===== config.mk =====
export PLATFORM = sky130hd
export DESIGN_NAME = pipeline_stall_ctrl
export DESIGN_NICKNAME = d
export VERILOG_FILES = /design/src/rtl/pipeline_stall_ctrl.sv
export SDC_FILE = /design/constraint.sdc
export NUM_CORES = 1
export LEC_CHECK = 0
export CORE_MARGIN = 2
export CORE_UTILIZATION = 47
export CTS_CLUSTER_DIAMETER = 120
export CTS_CLUSTER_SIZE = 14
export DETAILED_ROUTE_END_ITERATION = 8
export PLACE_DENSITY = 0.83
export SYNTH_ARGS = -nofsm -noshare
export SYNTH_HDL_FRONTEND = slang
export SYNTH_SLANG_ARGS = --single-unit
export TNS_END_PERCENT = 50

===== constraint.sdc =====
create_clock -name clock -period 4.3 [get_ports clock]
set_input_delay 0.645 -clock clock [delete_from_list [all_inputs] [get_ports clock]]
set_output_delay 0.645 -clock clock [all_outputs]
set_load 0.05 [all_outputs]

===== src/rtl/pipeline_stall_ctrl.sv =====
// Hazard and stall sequencer for the 5-stage DLX pipeline.
// Produces the stage-latch enables and bubble controls for load-use
// hazards, taken-branch squash, data-memory wait with timeout, and debug
// halt / single-step. Also keeps a saturating count of stalled cycles.
module pipeline_stall_ctrl #(
    parameter int MEM_TIMEOUT = 16,
    parameter int STALL_CNT_W = 16
) (
    input  logic                   clock,
    input  logic                   reset_n,
    input  logic [4:0]             id_rs,
    input  logic [4:0]             id_rt,
    input  logic                   id_uses_rt,
    input  logic                   ex_mem_read,
    input  logic [4:0]             ex_rw,
    input  logic                   mem_req,
    input  logic                   mem_ready,
    input  logic                   branch_taken,
    input  logic                   halt_req,
    input  logic                   step_req,
    output logic                   pc_enable,
    output logic                   if_id_enable,
    output logic                   id_ex_enable,
    output logic                   ex_mem_enable,
    output logic                   mem_wb_enable,
    output logic                   if_id_flush,
    output logic                   id_ex_flush,
    output logic                   halted,
    output logic                   timeout_err,
    output logic [STALL_CNT_W-1:0] stall_cycles
);

    // wait_cnt only ever reaches MEM_TIMEOUT-1, so it needs clog2(MEM_TIMEOUT) bits
    localparam int WAIT_W = (MEM_TIMEOUT > 1) ? $clog2(MEM_TIMEOUT) : 1;
    localparam logic [WAIT_W-1:0]      WAIT_LAST = WAIT_W'(MEM_TIMEOUT - 1);
    localparam logic [STALL_CNT_W-1:0] STALL_MAX = {STALL_CNT_W{1'b1}};

    typedef enum logic [1:0] {
        ST_RUN      = 2'd0,
        ST_MEM_WAIT = 2'd1,
        ST_HALTED   = 2'd2
    } state_t;

    state_t                   state_r;
    state_t                   state_nxt_s;
    logic [WAIT_W-1:0]        wait_cnt_r;
    logic [WAIT_W-1:0]        wait_cnt_nxt_s;
    logic                     timeout_err_r;
    logic                     timeout_set_s;
    logic [STALL_CNT_W-1:0]   stall_cycles_r;

    logic load_use_s;
    logic mem_stall_s;
    logic pc_en_s;
    logic if_id_en_s;
    logic id_ex_en_s;
    logic ex_mem_en_s;
    logic mem_wb_en_s;
    logic if_id_flush_s;
    logic id_ex_flush_s;

    // Hazard detection: load in EX feeding a source of the ID instruction, and memory not ready
    always_comb begin
        load_use_s  = ex_mem_read && (ex_rw != 5'd0) &&
                      ((ex_rw == id_rs) || (id_uses_rt && (ex_rw == id_rt)));
        mem_stall_s = mem_req && !mem_ready;
    end

    // Next-state and pipeline control decode; memory stall outranks branch, branch outranks load-use
    always_comb begin
        state_nxt_s    = state_r;
        wait_cnt_nxt_s = wait_cnt_r;
        timeout_set_s  = 1'b0;
        pc_en_s        = 1'b0;
        if_id_en_s     = 1'b0;
        id_ex_en_s     = 1'b0;
        ex_mem_en_s    = 1'b0;
        mem_wb_en_s    = 1'b0;
        if_id_flush_s  = 1'b0;
        id_ex_flush_s  = 1'b0;

        case (state_r)
            ST_RUN, ST_MEM_WAIT: begin
                if (mem_stall_s) begin
                    // whole pipe frozen; a branch in EX stays in ID_EX and is re-evaluated later
                    state_nxt_s = ST_MEM_WAIT;
                    if (state_r == ST_RUN) begin
                        wait_cnt_nxt_s = {WAIT_W{1'b0}};
                    end else if (wait_cnt_r == WAIT_LAST) begin
                        state_nxt_s    = ST_HALTED;
                        wait_cnt_nxt_s = {WAIT_W{1'b0}};
                        timeout_set_s  = 1'b1;
                    end else begin
                        wait_cnt_nxt_s = wait_cnt_r + WAIT_W'(1);
                    end
                end else begin
                    wait_cnt_nxt_s = {WAIT_W{1'b0}};
                    if (branch_taken) begin
                        // squash IF and ID; any load-use on the squashed instruction is moot
                        pc_en_s       = 1'b1;
                        if_id_en_s    = 1'b1;
                        id_ex_en_s    = 1'b1;
                        ex_mem_en_s   = 1'b1;
                        mem_wb_en_s   = 1'b1;
                        if_id_flush_s = 1'b1;
                        id_ex_flush_s = 1'b1;
                    end else if (load_use_s) begin
                        // hold PC and IF_ID, inject a bubble into EX
                        pc_en_s       = 1'b0;
                        if_id_en_s    = 1'b0;
                        id_ex_en_s    = 1'b1;
                        ex_mem_en_s   = 1'b1;
                        mem_wb_en_s   = 1'b1;
                        if_id_flush_s = 1'b0;
                        id_ex_flush_s = 1'b1;
                    end else begin
                        pc_en_s       = 1'b1;
                        if_id_en_s    = 1'b1;
                        id_ex_en_s    = 1'b1;
                        ex_mem_en_s   = 1'b1;
                        mem_wb_en_s   = 1'b1;
                        if_id_flush_s = 1'b0;
                        id_ex_flush_s = 1'b0;
                    end
                    // the halting cycle still advances, so no handoff is lost
                    if (halt_req) begin
                        state_nxt_s = ST_HALTED;
                    end else begin
                        state_nxt_s = ST_RUN;
                    end
                end
            end
            ST_HALTED: begin
                wait_cnt_nxt_s = {WAIT_W{1'b0}};
                // a step returns to RUN for one cycle; halt_req still high sends it back
                if (!halt_req) begin
                    state_nxt_s = ST_RUN;
                end else if (step_req) begin
                    state_nxt_s = ST_RUN;
                end else begin
                    state_nxt_s = ST_HALTED;
                end
            end
            default: begin
                // unused encoding: recover to RUN with the pipe frozen for this cycle
                state_nxt_s    = ST_RUN;
                wait_cnt_nxt_s = {WAIT_W{1'b0}};
            end
        endcase
    end

    // State, wait counter, sticky timeout flag and saturating stall counter
    always_ff @(posedge clock) begin
        if (!reset_n) begin
            state_r        <= ST_RUN;
            wait_cnt_r     <= {WAIT_W{1'b0}};
            timeout_err_r  <= 1'b0;
            stall_cycles_r <= {STALL_CNT_W{1'b0}};
        end else begin
            state_r    <= state_nxt_s;
            wait_cnt_r <= wait_cnt_nxt_s;
            if (timeout_set_s) begin
                timeout_err_r <= 1'b1;
            end
            if ((state_r != ST_HALTED) && !pc_en_s && (stall_cycles_r != STALL_MAX)) begin
                stall_cycles_r <= stall_cycles_r + STALL_CNT_W'(1);
            end
        end
    end

    // Controls are forced inactive while reset is held
    assign pc_enable     = reset_n & pc_en_s;
    assign if_id_enable  = reset_n & if_id_en_s;
    assign id_ex_enable  = reset_n & id_ex_en_s;
    assign ex_mem_enable = reset_n & ex_mem_en_s;
    assign mem_wb_enable = reset_n & mem_wb_en_s;
    assign if_id_flush   = reset_n & if_id_flush_s;
    assign id_ex_flush   = reset_n & id_ex_flush_s;
    assign halted        = (state_r == ST_HALTED);
    assign timeout_err   = timeout_err_r;
    assign stall_cycles  = stall_cycles_r;

endmodule


**Word-level counts from Yosys, hierarchy flattened**

Cells that the tools add are included.

- Mux-type cells: 24
- Reduce and logical (&&, ||, !) cells: 13
- Eq/ne operators: 7
- $add $sub $neg: 2
- Bitwise logic cells: 7

Operator list:

| operator | number |
|---|---|
| $mux 1 | 17 |
| $add 16x1->16 const B | 1 |
| $ne 16x16->1 const B | 1 |
| $mux 2 | 6 |
| $eq 5x5->1 | 2 |
| $logic_and 1x1->1 | 6 |
| $reduce_bool 5->1 | 1 |
| $reduce_or 5->1 | 1 |
| $add 4x1->4 const B | 1 |
| $and 1x1->1 | 4 |
| $eq 4x4->1 const B | 1 |
| $pmux 2 s2 | 1 |
| $not 1->1 | 3 |
| $eq 2x1->1 const B | 1 |
| $eq 2x2->1 const B | 1 |
| $logic_not 1->1 | 2 |
| $logic_not 2->1 | 1 |
| $ne 2x2->1 const B | 1 |
| $reduce_or 2->1 | 1 |
| $logic_or 1x1->1 | 1 |

- Bits of input ports: 24
- Logic and storage cells: 57
- Register bits after elaboration: 23

**Logic depth before layout (Yosys ltp)**

- Depth after elaboration: 11
- Gate-level depth with buffers: 8

**Worst setup path before layout**

OpenSTA, ideal clock, no wires.

- Path type: input to output
- Start: input ex_rw[1]
- End: output pc_enable
- Stages: 5
- Data arrival time: 2.528 ns
- Setup slack: 1.127 ns
- Cells stage by stage: or4_1 > o21ai_1 > nor3_1 > nor2_1 > buf_4

- Cells in the longest elaborated chain, start to end: 9
- Elaborated cells between the ends (all ways): 12
- Those cells by class: eq/ne: 2; mux: 4; bitwise: 1; reduce/logical: 5

Ends and longest elaborated chain:

| element | RTL line | RTL |
|---|---|---|
| start: declaration | 15 | `input logic [4:0] ex_rw,` |
| $eq 5x5->1 | 65 | `((ex_rw == id_rs) \|\| (id_uses_rt && (ex_rw == id_rt)));` |
| $logic_and 1x1->1 | 65 |  |
| $logic_or 1x1->1 | 65 |  |
| $logic_and 1x1->1 * | 64 | `load_use_s = ex_mem_read && (ex_rw != 5'd0) &&` |
| $mux 1 * (4 in series) | -- |  |
| $and 1x1->1 * | -- |  |
| end: declaration | 21 | `output logic pc_enable,` |

Every way passes the cells marked *; elsewhere a longest branch is shown, timed or not.

**Worst setup path after layout**

- Start: input ex_rw[1]
- End: output if_id_enable

- Cells in the longest elaborated chain, start to end: 9
- Elaborated cells between the ends (all ways): 12
- Those cells by class: eq/ne: 2; mux: 4; bitwise: 1; reduce/logical: 5

Ends and longest elaborated chain:

| element | RTL line | RTL |
|---|---|---|
| $eq 5x5->1 | 65 |  |
| $logic_and 1x1->1 | 65 |  |
| $logic_or 1x1->1 | 65 |  |
| $logic_and 1x1->1 * | 64 |  |
| $mux 1 * | 107 | `end else if (load_use_s) begin` |
| $mux 1 * | 98 | `if (branch_taken) begin` |
| $mux 1 * | 84 | `if (mem_stall_s) begin` |
| $mux 1 * | 82 | `case (state_r)` |
| $and 1x1->1 * | 173 | `assign if_id_enable = reset_n & if_id_en_s;` |
| end: declaration | 22 | `output logic if_id_enable,` |

Marks and branches as above.

==> results.sh <==
export IMPL_critical_path_class="input pin to output pin"
export IMPL_clk_path_buf_depth=2
export IMPL_grt_ovfl_total=0
export IMPL_netlist_area_leader_share_pct=35.25
export IMPL_grt_max_degree=27
export IMPL_gp_congestion=0.7296
export IMPL_cpMostUsedCell="clkdlybuf4s50_1"
export IMPL_status="finished, final reports clean"
export IMPL_worstPathRequired_ns=3.65
export IMPL_cp_slowest_stage_delay_ns=0.83
export IMPL_fill_cells=236
export IMPL_syn_inst=148
export IMPL_start_util_pct=48.63
export IMPL_antenna_found_initial=0
export IMPL_htreeDepth=1
export IMPL_postCtsSetupBuffers=0
export IMPL_crit_start="ex_rw[1]"
export IMPL_r2r_start="stall_cycles[0]$_SDFFE_PN0P_"
export IMPL_rrSetupSlack_ns=1.88
export IMPL_cts_root_buf="clkbuf_4"
export IMPL_drt_total_wl_mm=2.841
export IMPL_cp_end_kind="output pin"
export IMPL_met2_length_mm=1.345
export IMPL_cts_resized=0
export IMPL_crit_path_max_fanout=3
export IMPL_maxCapViolations=0
export IMPL_ys_ff_latch=23
export IMPL_wl_per_cell_um=12.57
export IMPL_drt_iter0_drc=20
export IMPL_num_nets_final=222
export IMPL_timing_final_crit_period_ns=3.664
export IMPL_dr_pass1_iters=4
export IMPL_fin_setup_tns_ns=0
export IMPL_worst_pin_slew_ns=0.5070
export IMPL_die_h_um=56.72
export IMPL_cts_tree="yes"
export IMPL_grt_pass1_wl_mm=4.995
export IMPL_rsz0062_at_grt="no"
export IMPL_start_kind="input pin"
export IMPL_vias=1227
export IMPL_met1_length_mm=1.240
export IMPL_io_buffers=48
export IMPL_cts_num_sinks=23
export IMPL_register_area_um2=460.4
export IMPL_num_io_pins=49
export IMPL_numCtsBuffers=3
export IMPL_p_leak_nw=0.6417
export IMPL_ys_warn_count=0
export IMPL_top_layer="met4"
export IMPL_slew_violations=0
export IMPL_setup_viol=0
export IMPL_syn_cell_area_um2=1306
export IMPL_drc=0
export IMPL_dp_hpwl_mm=2.203
export IMPL_track_usage_pct=19.52
export IMPL_synth_edf_count=0
export IMPL_power_density_nw_per_um2=234.2
export IMPL_path_clk_slew_ns=0.12
export IMPL_area_growth_pct=39.66
export IMPL_multi_input_area_um2=799.5
export IMPL_final_antenna_net_count=0
export IMPL_hold_violations=0
export IMPL_r2r_cells=7
export IMPL_slowest_stage="clkdlybuf4s50_1"
export IMPL_ir_worst_vdd_uv=177.7
export IMPL_hold_path_class="flop to flop"
export IMPL_postCtsHoldBufs=0
export IMPL_antenna_cells=0
export IMPL_dieWidth_um=56.72
export IMPL_synth_top_area_cell="dfxtp_1"
export IMPL_routed_wl_met3_um=227
export IMPL_die_area_um2=3217
export IMPL_post_place_ws_ns=0.6254
export IMPL_grt_pass1_vias=1232
export IMPL_fp_coreArea_um2=2686
export IMPL_ys_flop_type="dfxtp_1"
export IMPL_core_rowCount=19
export IMPL_cp_cell_sequence="clkdlybuf4s50_1 -> or4_1 -> o21ai_1 -> nor3_1 -> nor2_1 -> clkdlybuf4s50_1"
export IMPL_max_freq_mhz=272.9
export IMPL_fin_crit_sh_pct=85.21
export IMPL_arrival_ns=3.02
export IMPL_syn_num_nets=174
export IMPL_clk_latency_ns=0.31
export IMPL_relSlewSlack_pct=66.10
export IMPL_ys_seq_area_share_pct=35.25
export IMPL_syn_avg_cell_area_um2=8.826
export IMPL_synthTopCellsByCount="dfxtp_1, nor2_1, xor2_1"
export IMPL_r2r_end="stall_cycles[9]$_SDFFE_PN0P_"
export IMPL_skew_ns=0.006580
export IMPL_ys_top_cells_by_area="dfxtp_1, xor2_1, xnor2_1, nand3_1, nor4_2"
export IMPL_yosysUniqueCellTypes=34
export IMPL_timing_final_ws_setup_ns=0.6359
export IMPL_min_from="wait_cnt_r[0]$_SDFF_PP0_"
export IMPL_crit_end="if_id_enable"
export IMPL_async_flop_share_pct=0
export IMPL_whs_path_depth=1
export IMPL_synth_most_common_cell="dfxtp_1"
export IMPL_final_layout_size_suffix_gt1_share_pct=6.154
export IMPL_vias_per_cell=5.429
==> flip-flops by register name, indices dropped and copies added (netlist names) <==
register	count
wait_cnt_r	4
stall_cycles	16
state_r	2
timeout_err	1
==> worst max-delay path, delay by kind of cell <==
family / cells / cell delay [ns]
AOI/OAI and AO/OA: 1 / 0.30
buffers and inverters: 2 / 1.29
and+or+nand+nor: 3 / 0.78
==> placed cells by master (no fill, tap or decap), drive strengths merged <==
master,instances
clkdlybuf4s50,48
dfxtp,23
xor2,12
nor2,12
nand3,10
nand2,10
nor2b,7
xnor2,7
and2,6
and3,5
nand4,5
nand2b,4
nor4,4
a21boi,4
mux2i,4
o21ai,4
clkbuf,4
nor3,3
inv,3
or3,3
o21a,3
o31ai,3
or4,2
ha,2
a32oi,1
and4,1
a31oi,1
o21bai,1
or2,1
o211ai,1
buf,1
==> worst min path at each step <==
stage	end	slack, ns
final	wait_cnt_r[0]$_SDFF_PP0_	0.48
after floorplan	wait_cnt_r[0]$_SDFF_PP0_	0.42
after detailed placement	timeout_err$_SDFFE_PN0P_	0.47
after global placement	wait_cnt_r[0]$_SDFF_PP0_	0.43
after CTS	wait_cnt_r[0]$_SDFF_PP0_	0.50
after global routing	wait_cnt_r[0]$_SDFF_PP0_	0.50
==> where the power goes <==
group | internal (W) | switching (W) | leakage, nW
clock network | 0.0000362 | 0.0000640 | 0.0150
registers | 0.000216 | 0.00000417 | 0.186
logic | 0.0000468 | 0.0000597 | 0.441
==> cell families (layout without fill, tap and decap cells) <==
| group | count (synthesis) | count (layout) | share of synthesized area (%) |
|---|---|---|---|
| and+or+nand+nor | 73 | 73 | 32.38 |
| adders and majority gates | 2 | 2 | 1.915 |
| AOI/OAI and AO/OA | 18 | 18 | 11.11 |
| DFF | 23 | 23 | 35.25 |
| buffers and inverters | 9 | 56 | 3.544 |
| xor gates and xnor gates | 19 | 19 | 12.74 |
| muxes | 4 | 4 | 3.065 |
==> area by class of cell <==
class                           count  area share (%)
Clock buffer                        4           1.440
Inverter                            3          0.6173
Multi-Input combinational cell    116           43.83
Sequential cell                    23           25.24
Tap cell                           31           2.126
Timing Repair Buffer               49           26.75
==> stage by stage <==
| stage | power [W] | instances | area, um^2 | hold WS, ns | utilization, % |
|---|---|---|---|---|---|
| 6_report | 0.0004272 | 226 | 1824 | 0.4841 | 67.91 |
| 4_1_cts | 0.0004305 | 226 | 1824 | 0.4955 | 67.91 |
| 5_1_grt | 0.0004431 | 226 | 1824 | 0.5014 | 67.91 |
| 3_5_place_dp | 0.0003323 | 222 | 1798 | 0.4664 | 66.93 |
| 2_1_floorplan | 0.0002886 | 148 | 1306 | 0.4176 | - |
| 3_3_place_gp | 0.0003290 | 222 | 1798 | 0.4260 | 66.93 |
==> routing by layer <==
metal  up-vias  GRT usage [%]
li1        611              -
met1       562          23.01
met2        52          33.72
met3         2          4.608
met4         0          7.823
met5         -              0
Note: power is estimated with default switching activity, not from simulation.
